===== config.mk =====
export PLATFORM = sky130hd
export DESIGN_NAME = keypad_scan_decoder_flat
export DESIGN_NICKNAME = d
export VERILOG_FILES = /design/src/rtl/keypad_scan_decoder_pkg.sv /design/src/rtl/keypad_scan_decoder_if.sv /design/src/rtl/keypad_col_strobe.sv /design/src/rtl/keypad_scan_decoder.sv /design/src/flat_wrapper.sv
export SDC_FILE = /design/constraint.sdc
export NUM_CORES = 1
export LEC_CHECK = 0
export CORE_MARGIN = 2
export CORE_UTILIZATION = 51
export CTS_CLUSTER_SIZE = 8
export DETAILED_ROUTE_END_ITERATION = 7
export GPL_ROUTABILITY_DRIVEN = 1
export PLACE_DENSITY = 0.71
export RECOVER_POWER = 100
export SLEW_MARGIN = 20
export SYNTH_ARGS = -nofsm -noshare
export SYNTH_HDL_FRONTEND = slang
export SYNTH_SLANG_ARGS = --single-unit

===== constraint.sdc =====
create_clock -name clk -period 2.85 [get_ports clk]
set_input_delay 0.7125 -clock clk [delete_from_list [all_inputs] [get_ports clk]]
set_output_delay 0.7125 -clock clk [all_outputs]
set_load 0.02 [all_outputs]

===== src/rtl/keypad_scan_decoder_pkg.sv =====
// Shared types and helpers for the matrix keypad scanner: frame results,
// press/release states, code width and the one-hot-low column strobe.
package keypad_pkg;

  localparam int MAX_COLS = 16;

  typedef enum logic [1:0] {
    RES_NONE,
    RES_KEY,
    RES_MULTI
  } frame_res_t;

  typedef enum logic {
    ST_RELEASED,
    ST_HELD
  } key_state_t;

  function automatic int code_width(input int rows, input int cols);
    int w;
    w = $clog2(rows * cols);
    return (w < 1) ? 1 : w;
  endfunction

  // Callers truncate the 16-bit pattern to their own column count.
  function automatic logic [MAX_COLS-1:0] strobe_n(input logic [3:0] idx);
    return ~(16'h0001 << idx);
  endfunction

endpackage


===== src/rtl/keypad_scan_decoder_if.sv =====
// Keypad-side bundle: enable and row sense in, column strobes and key report out.
interface keypad_scan_decoder_if #(
  parameter int COLS   = 4,
  parameter int ROWS   = 4,
  parameter int CODE_W = keypad_pkg::code_width(ROWS, COLS)
);

  logic              en;
  logic [ROWS-1:0]   row_n;
  logic [COLS-1:0]   col_n;
  logic [CODE_W-1:0] key_code;
  logic              key_valid;
  logic              key_held;

  modport master (
    input  en, row_n,
    output col_n, key_code, key_valid, key_held
  );

  modport slave (
    output en, row_n,
    input  col_n, key_code, key_valid, key_held
  );

endinterface


===== src/rtl/keypad_col_strobe.sv =====
// Column dwell timer: holds each active-low strobe for SCAN_DIV cycles and
// flags the sample edge for the current column and the frame-closing sample.
module keypad_col_strobe
  import keypad_pkg::*;
#(
  parameter int COLS     = 4,
  parameter int SCAN_DIV = 4
) (
  input  logic            clk,
  input  logic            rst_n,
  input  logic            en,
  output logic [COLS-1:0] col_n,
  output logic [3:0]      col_idx,
  output logic            sample_tick,
  output logic            frame_end
);

  localparam int DIV_W = $clog2(SCAN_DIV);

  logic [DIV_W-1:0] div_cnt;
  logic [3:0]       next_idx;
  logic             last_col;

  assign last_col    = (col_idx == 4'(COLS - 1));
  assign sample_tick = en && (div_cnt == DIV_W'(SCAN_DIV - 1));
  assign frame_end   = sample_tick && last_col;
  assign next_idx    = last_col ? 4'd0 : col_idx + 4'd1;

  // The strobe moves on the same edge that samples the outgoing column.
  always_ff @(posedge clk or negedge rst_n) begin
    if (!rst_n) begin
      div_cnt <= '0;
      col_idx <= 4'd0;
      col_n   <= '1;
    end else if (!en) begin
      div_cnt <= '0;
      col_idx <= 4'd0;
      col_n   <= '1;
    end else if (sample_tick) begin
      div_cnt <= '0;
      col_idx <= next_idx;
      col_n   <= COLS'(strobe_n(next_idx));
    end else begin
      div_cnt <= div_cnt + DIV_W'(1);
      col_n   <= COLS'(strobe_n(col_idx));
    end
  end

endmodule


===== src/rtl/keypad_scan_decoder.sv =====
// Matrix keypad scanner: accumulates one frame of row samples, debounces whole
// frame results and reports each accepted press once, with no roll-over.
module keypad_scan_decoder
  import keypad_pkg::*;
#(
  parameter int COLS     = 4,
  parameter int ROWS     = 4,
  parameter int SCAN_DIV = 50000,
  parameter int DEBOUNCE = 4
) (
  input logic                  clk,
  input logic                  rst_n,
  keypad_scan_decoder_if.master bus
);

  localparam int CODE_W = code_width(ROWS, COLS);

  logic [3:0]        col_idx;
  logic              sample_tick;
  logic              frame_end;

  logic [1:0]        hit_cnt;
  logic [CODE_W-1:0] hit_code;
  logic [4:0]        low_cnt;
  logic [3:0]        low_row;
  logic [5:0]        hit_sum;
  logic [1:0]        hit_next;
  logic [CODE_W-1:0] code_next;
  frame_res_t        frame_res;

  frame_res_t        cand_res;
  logic [CODE_W-1:0] cand_code;
  logic [3:0]        stable_cnt;
  logic [3:0]        stable_next;
  logic              same;
  logic              fire;

  key_state_t        state;
  key_state_t        next_state;
  logic              pulse;

  keypad_col_strobe #(
    .COLS     (COLS),
    .SCAN_DIV (SCAN_DIV)
  ) u_strobe (
    .clk         (clk),
    .rst_n       (rst_n),
    .en          (bus.en),
    .col_n       (bus.col_n),
    .col_idx     (col_idx),
    .sample_tick (sample_tick),
    .frame_end   (frame_end)
  );

  // Descending scan leaves the lowest low row in low_row.
  always_comb begin
    low_cnt = 5'd0;
    low_row = 4'd0;
    for (int r = ROWS - 1; r >= 0; r--) begin
      if (!bus.row_n[r]) begin
        low_cnt = low_cnt + 5'd1;
        low_row = 4'(r);
      end
    end
    hit_sum   = 6'(hit_cnt) + 6'(low_cnt);
    hit_next  = (hit_sum >= 6'd2) ? 2'd2 : hit_sum[1:0];
    code_next = hit_code;
    if (low_cnt == 5'd1 && hit_cnt == 2'd0) begin
      code_next = CODE_W'(int'(low_row) * COLS + int'(col_idx));
    end
    case (hit_next)
      2'd0:    frame_res = RES_NONE;
      2'd1:    frame_res = RES_KEY;
      default: frame_res = RES_MULTI;
    endcase
  end

  // A decision fires only on the frame that brings the count up to DEBOUNCE.
  always_comb begin
    same = (frame_res == cand_res) &&
           (frame_res != RES_KEY || code_next == cand_code);
    if (same) begin
      stable_next = (stable_cnt >= 4'(DEBOUNCE)) ? 4'(DEBOUNCE) : stable_cnt + 4'd1;
    end else begin
      stable_next = 4'd1;
    end
    fire = frame_end && (stable_next == 4'(DEBOUNCE)) &&
           (!same || stable_cnt != 4'(DEBOUNCE));
  end

  always_ff @(posedge clk or negedge rst_n) begin
    if (!rst_n) begin
      hit_cnt    <= 2'd0;
      hit_code   <= '0;
      cand_res   <= RES_NONE;
      cand_code  <= '0;
      stable_cnt <= 4'd0;
    end else if (!bus.en) begin
      hit_cnt    <= 2'd0;
      hit_code   <= '0;
      cand_res   <= RES_NONE;
      cand_code  <= '0;
      stable_cnt <= 4'd0;
    end else if (sample_tick) begin
      if (frame_end) begin
        hit_cnt    <= 2'd0;
        hit_code   <= '0;
        stable_cnt <= stable_next;
        if (!same) begin
          cand_res  <= frame_res;
          cand_code <= code_next;
        end
      end else begin
        hit_cnt  <= hit_next;
        hit_code <= code_next;
      end
    end
  end

  always_ff @(posedge clk or negedge rst_n) begin
    if (!rst_n) begin
      state <= ST_RELEASED;
    end else begin
      state <= next_state;
    end
  end

  // Only a debounced release leaves HELD, so a second key cannot roll over.
  always_comb begin
    next_state = state;
    pulse      = 1'b0;
    if (!bus.en) begin
      next_state = ST_RELEASED;
    end else if (fire) begin
      case (state)
        ST_RELEASED: begin
          if (frame_res == RES_KEY) begin
            next_state = ST_HELD;
            pulse      = 1'b1;
          end
        end
        ST_HELD: begin
          if (frame_res == RES_NONE) begin
            next_state = ST_RELEASED;
          end
        end
        default: next_state = ST_RELEASED;
      endcase
    end
  end

  always_ff @(posedge clk or negedge rst_n) begin
    if (!rst_n) begin
      bus.key_code  <= '0;
      bus.key_valid <= 1'b0;
      bus.key_held  <= 1'b0;
    end else begin
      bus.key_valid <= pulse;
      bus.key_held  <= (next_state == ST_HELD);
      if (pulse) begin
        bus.key_code <= code_next;
      end
    end
  end

endmodule


===== src/flat_wrapper.sv =====
// flat-port wrapper written by rule: the top's interface ports become plain ports
module keypad_scan_decoder_flat import keypad_pkg::*;
#(
  parameter int COLS     = 4,
  parameter int ROWS     = 4,
  parameter int SCAN_DIV = 50000,
  parameter int DEBOUNCE = 4
)
  (clk, rst_n, bus_en, bus_row_n, bus_col_n, bus_key_code, bus_key_valid, bus_key_held);
  keypad_scan_decoder_if #(.COLS(COLS), .ROWS(ROWS)) bus_i ();
  input logic clk;
  input logic rst_n;
  input wire logic [$bits(bus_i.en)-1:0] bus_en;
  input wire logic [$bits(bus_i.row_n)-1:0] bus_row_n;
  output wire logic [$bits(bus_i.col_n)-1:0] bus_col_n;
  output wire logic [$bits(bus_i.key_code)-1:0] bus_key_code;
  output wire logic [$bits(bus_i.key_valid)-1:0] bus_key_valid;
  output wire logic [$bits(bus_i.key_held)-1:0] bus_key_held;
  assign bus_i.en = bus_en;
  assign bus_i.row_n = bus_row_n;
  assign bus_col_n = bus_i.col_n;
  assign bus_key_code = bus_i.key_code;
  assign bus_key_valid = bus_i.key_valid;
  assign bus_key_held = bus_i.key_held;
  keypad_scan_decoder #(.COLS(COLS), .ROWS(ROWS), .SCAN_DIV(SCAN_DIV), .DEBOUNCE(DEBOUNCE)) u_core (.clk(clk), .rst_n(rst_n), .bus(bus_i));
endmodule

==> results.md <==
- Status: finished, violations left
- Failing checks: negative setup slack
- Tot GR Track Use: 23.30%
- DRC viols: 0
- Synthesized area: 2865 um2
- Pwr Density: 402.1 nW/um2
- Final Non-Filler Cells: 441
- Post-synth EDFFs: 0
- First-pass GRT wire length: 11540 um
- Post-synthesis xor/xnor area fraction: 6.332%
- Worst-Margin Slew: between 1 and 1.5 ns
- Simple-gate area share of the yosys netlist: 22.62%
- RSZ-0062 raised after global routing: yes
- Syn-to-layout area delta: 32.10%
- Largest net degree at the start of global routing: 47
- Most common cell after layout, fill and taps aside: dfrtp_1
- Rows: 27
- Seq/Total Area, Yosys: 40.35%
- Main flop type after synthesis: dfrtp_1
- Max cap viols: 0
- Die X: 78.96 um
- Clock latency at the later pin of the worst-skew pair: 0.30 ns
- Final setup fails: 17
- I/O pin cnt: 17
- Final HPWL DP: 4692 um
- Hold_buf cts: 0
- Crit Path Category: input pin to flip-flop
- Max layer used: met4
- Slew headroom: 23.68%
- Clk sink count: 46
- Vias per cell: 5.780
- Most frequent cells in the layout: 42 x dfrtp_1, 40 x buf_4, 31 x nor2_1, 22 x nand2_1, 15 x a21oi_1
- Post-route cell area: between 3000 and 4000 um2
- Clock buffer depth: 2
- Mapped Nets: around 330
- Routed Antenna Nets: 0
- CTS Buf Count: 5
- Worst R2R Setup Slack: -0.05 ns
- Starting Density: 52.35%
- Asr flop ratio synth: 100.0%
- Routed WL: around 7000 um
- Final Net Count: around 390
- Compound-Gate Fraction of Synth Area: 16.07%
- Final hold vios: 0
- Post-synthesis adder-cell area fraction: approximately 6%
- Fin Clk Skew: 0.01275 ns
- Worst hold start: u_core.u_strobe.div_cnt[0]$_DFF_PN0_
- Synthesis Warnings: 0
- HP Class: flip-flop to flip-flop
- Combinational family with the most area after synthesis: simple AND/OR/NAND/NOR gates
- Syn Inst Count: 305
- Critical path peak fanout: 5
- Critical path startpoint category: input pin
- CP Data Arrival Time: 3.90 ns
- Ant. Diodes: 0
- Number of synthesized register bits: 46
- Die ar.: 6234 um2
- Max Fclk: 272.0 MHz
- Distinct cells, synth: 59
- Grt ovf: 0
- CP endpoint kind: flip-flop
- Port bufs: 16
- Post-Place Cell Area: 3461 um2
- DR WL/cell: 15.90 um
- Clk pin slew, worst setup/hold paths: 0.08 ns
- Die height: 78.96 um
- Share of layout cells above drive strength 1: between 20% and 30%
- Final worst path period share: 129.0%
- TritonRoute pass-1 iters: 4
- Vias: between 2000 and 3000
- Worst flop-to-flop path startpoint: u_core.hit_cnt[0]$_DFFE_PN0P_
- Routability cong.: 0.9408
- Met2 WL: 3354 um
- CP Data Required Time: 3.08 ns
- Post-synthesis mux area share: 3.712%
- Total core area: 5473 um2
- Final WS setup: -0.8270 ns
- Number of global-route vias before repair: 2434
- M1 wire length: 3235 um
- Design Power: 0.001522 W
- H-tree level count: 2
- Initial antenna violation count: 0
- Period minus WS final: about 3.7 ns
- Critical Path Start: bus_row_n[3]
- Max Slew Vio Count: 0
- TritonCTS clock tree: built
- DRT iter0 DRCs: 276
- Met3 WL post-DR: roughly 300 um
- Mean Syn Cell Area: roughly 9.4 um2
- Max VDD drop: 0.3636 mV
- Root buffer cell: clkbuf_8
- Total placed cells including tap cells: 424
- Pleak: 1.627 nW
path summary, 6_finish.rpt:
check,end,depth (start not counted)
worst min-delay path,u_core.u_strobe.div_cnt[0]$_DFF_PN0_,1
worst max register to register,u_core.bus.key_code[0]$_DFFE_PN0P_,12
worst min register to register,u_core.u_strobe.div_cnt[0]$_DFF_PN0_,1
min in group asynchronous,u_core.u_strobe.div_cnt[12]$_DFF_PN0_,2
worst max-delay path,u_core.bus.key_code[0]$_DFFE_PN0P_,17
max in group asynchronous,u_core.bus.key_code[3]$_DFFE_PN0P_,2
final cells by class:
class	instances	area (um2)
Tap cell	72	90.09
Inverter	18	80.08
Timing Repair Buffer	67	564.3
Clock buffer	5	68.82
Fill cell	425	1688
Multi-Input combinational cell	230	1785
Clock inverter	3	40.04
Sequential cell	46	1156
critical path, cell delays in order:
cell and delay [ns]:
buf_12 0.10, inv_12 0.03, ha_4 0.25, xnor2_4 0.24, xnor2_2 0.14, ha_2 0.20
inv_2 0.04, fa_1 0.56, nor2b_4 0.18, nand3_2 0.07, mux2_4 0.31, nand4b_1 0.26
buf_4 0.20, a211oi_4 0.30, buf_4 0.17, a21oi_4 0.04, a21oi_2 0.09
registers in the layout, summed over array words and instances (netlist names):
name	cells
u_core.stable_cnt	4
u_core.u_strobe.col_n	4
u_core.u_strobe.div_cnt	16
u_core.bus.key_valid	1
u_core.u_strobe.col_idx	4
u_core.bus.key_code	4
u_core.state	1
u_core.hit_code	4
u_core.cand_code	4
u_core.hit_cnt	2
u_core.cand_res	2
power by group:
| part | internal (W) | switching [W] | leakage, nW | total (W) |
|---|---|---|---|---|
| Clock | 0.000258 | 0.000222 | 0.0579 | 0.000481 |
| Combinational | 0.000191 | 0.000191 | 0.942 | 0.000382 |
| Sequential | 0.000657 | 0.00000221 | 0.627 | 0.000659 |
| Total | 0.00111 | 0.000415 | 1.63 | 0.00152 |
synth_stat cells, drive strengths merged, types with 2 or more instances:
| library cell | count | area [um2] |
|---|---|---|
| xnor2 | 9 | 93.84 |
| and3 | 8 | 50.05 |
| a211oi | 2 | 15.01 |
| a21oi | 19 | 95.09 |
| or2 | 3 | 18.77 |
| mux2 | 2 | 22.52 |
| nand3 | 15 | 75.07 |
| ha | 12 | 150.1 |
| nand4 | 4 | 25.02 |
| mux2i | 8 | 83.83 |
| nor3 | 9 | 50.05 |
| or4 | 2 | 15.01 |
| a32oi | 3 | 26.28 |
| nand4b | 3 | 26.28 |
| a22o | 4 | 35.03 |
| o32ai | 5 | 43.79 |
| dfstp | 4 | 105.1 |
| nor2 | 31 | 116.4 |
| and2 | 4 | 26.28 |
| clkbuf | 8 | 30.03 |
| nand3b | 3 | 26.27 |
| nand2 | 23 | 86.33 |
| inv | 17 | 63.81 |
| a31oi | 6 | 37.54 |
| nor4 | 2 | 12.51 |
| dfrtp | 42 | 1051 |
| or3 | 5 | 31.28 |
| o21ai | 8 | 40.04 |
| o22ai | 3 | 18.77 |
| nor4bb | 2 | 20.02 |
| nor2b | 2 | 12.51 |
| buf | 4 | 45.04 |
| o31ai | 4 | 30.03 |
| xor2 | 10 | 87.58 |
per-stage QoR:
stage               utilization [%]  worst slack (ns)  hold WS, ns  setup TNS, ns
floorplan                         -           -0.7668       0.4169         -10.49
global placement              63.24            -1.406       0.4434         -25.98
finish                        69.16           -0.8270       0.4524         -11.47
global route                  69.16           -0.9360       0.4863         -13.44
CTS                           67.65           -0.7628       0.3833         -10.85
detailed placement            63.24            -1.496       0.4470         -27.09
kinds of logic (layout without fill, tap and decap cells):
family	Yosys count	count (layout)
AND/OR/NAND/NOR	122	122
flip-flops	46	46
buffers and inverters	30	93
multiplexers	10	10
XOR/XNOR	19	19
AO/OA/AOI/OAI	65	66
adder cells (fa/ha/maj)	13	13
per-layer routing:
layer	GRT usage, %	up-vias
li1	-	1231
met1	32.04	1240
met2	37.09	66
met3	4.318	12
met4	8.448	0
met5	0	-
repair_timing:
action	4_1_cts	5_1_grt
resized for setup	28	23
cloned	1	0
hold endpoints to repair	0	0
pin swaps	16	15
setup buffers	5	5
setup endpoints to repair	21	21
(Power assumes the default switching activity.)
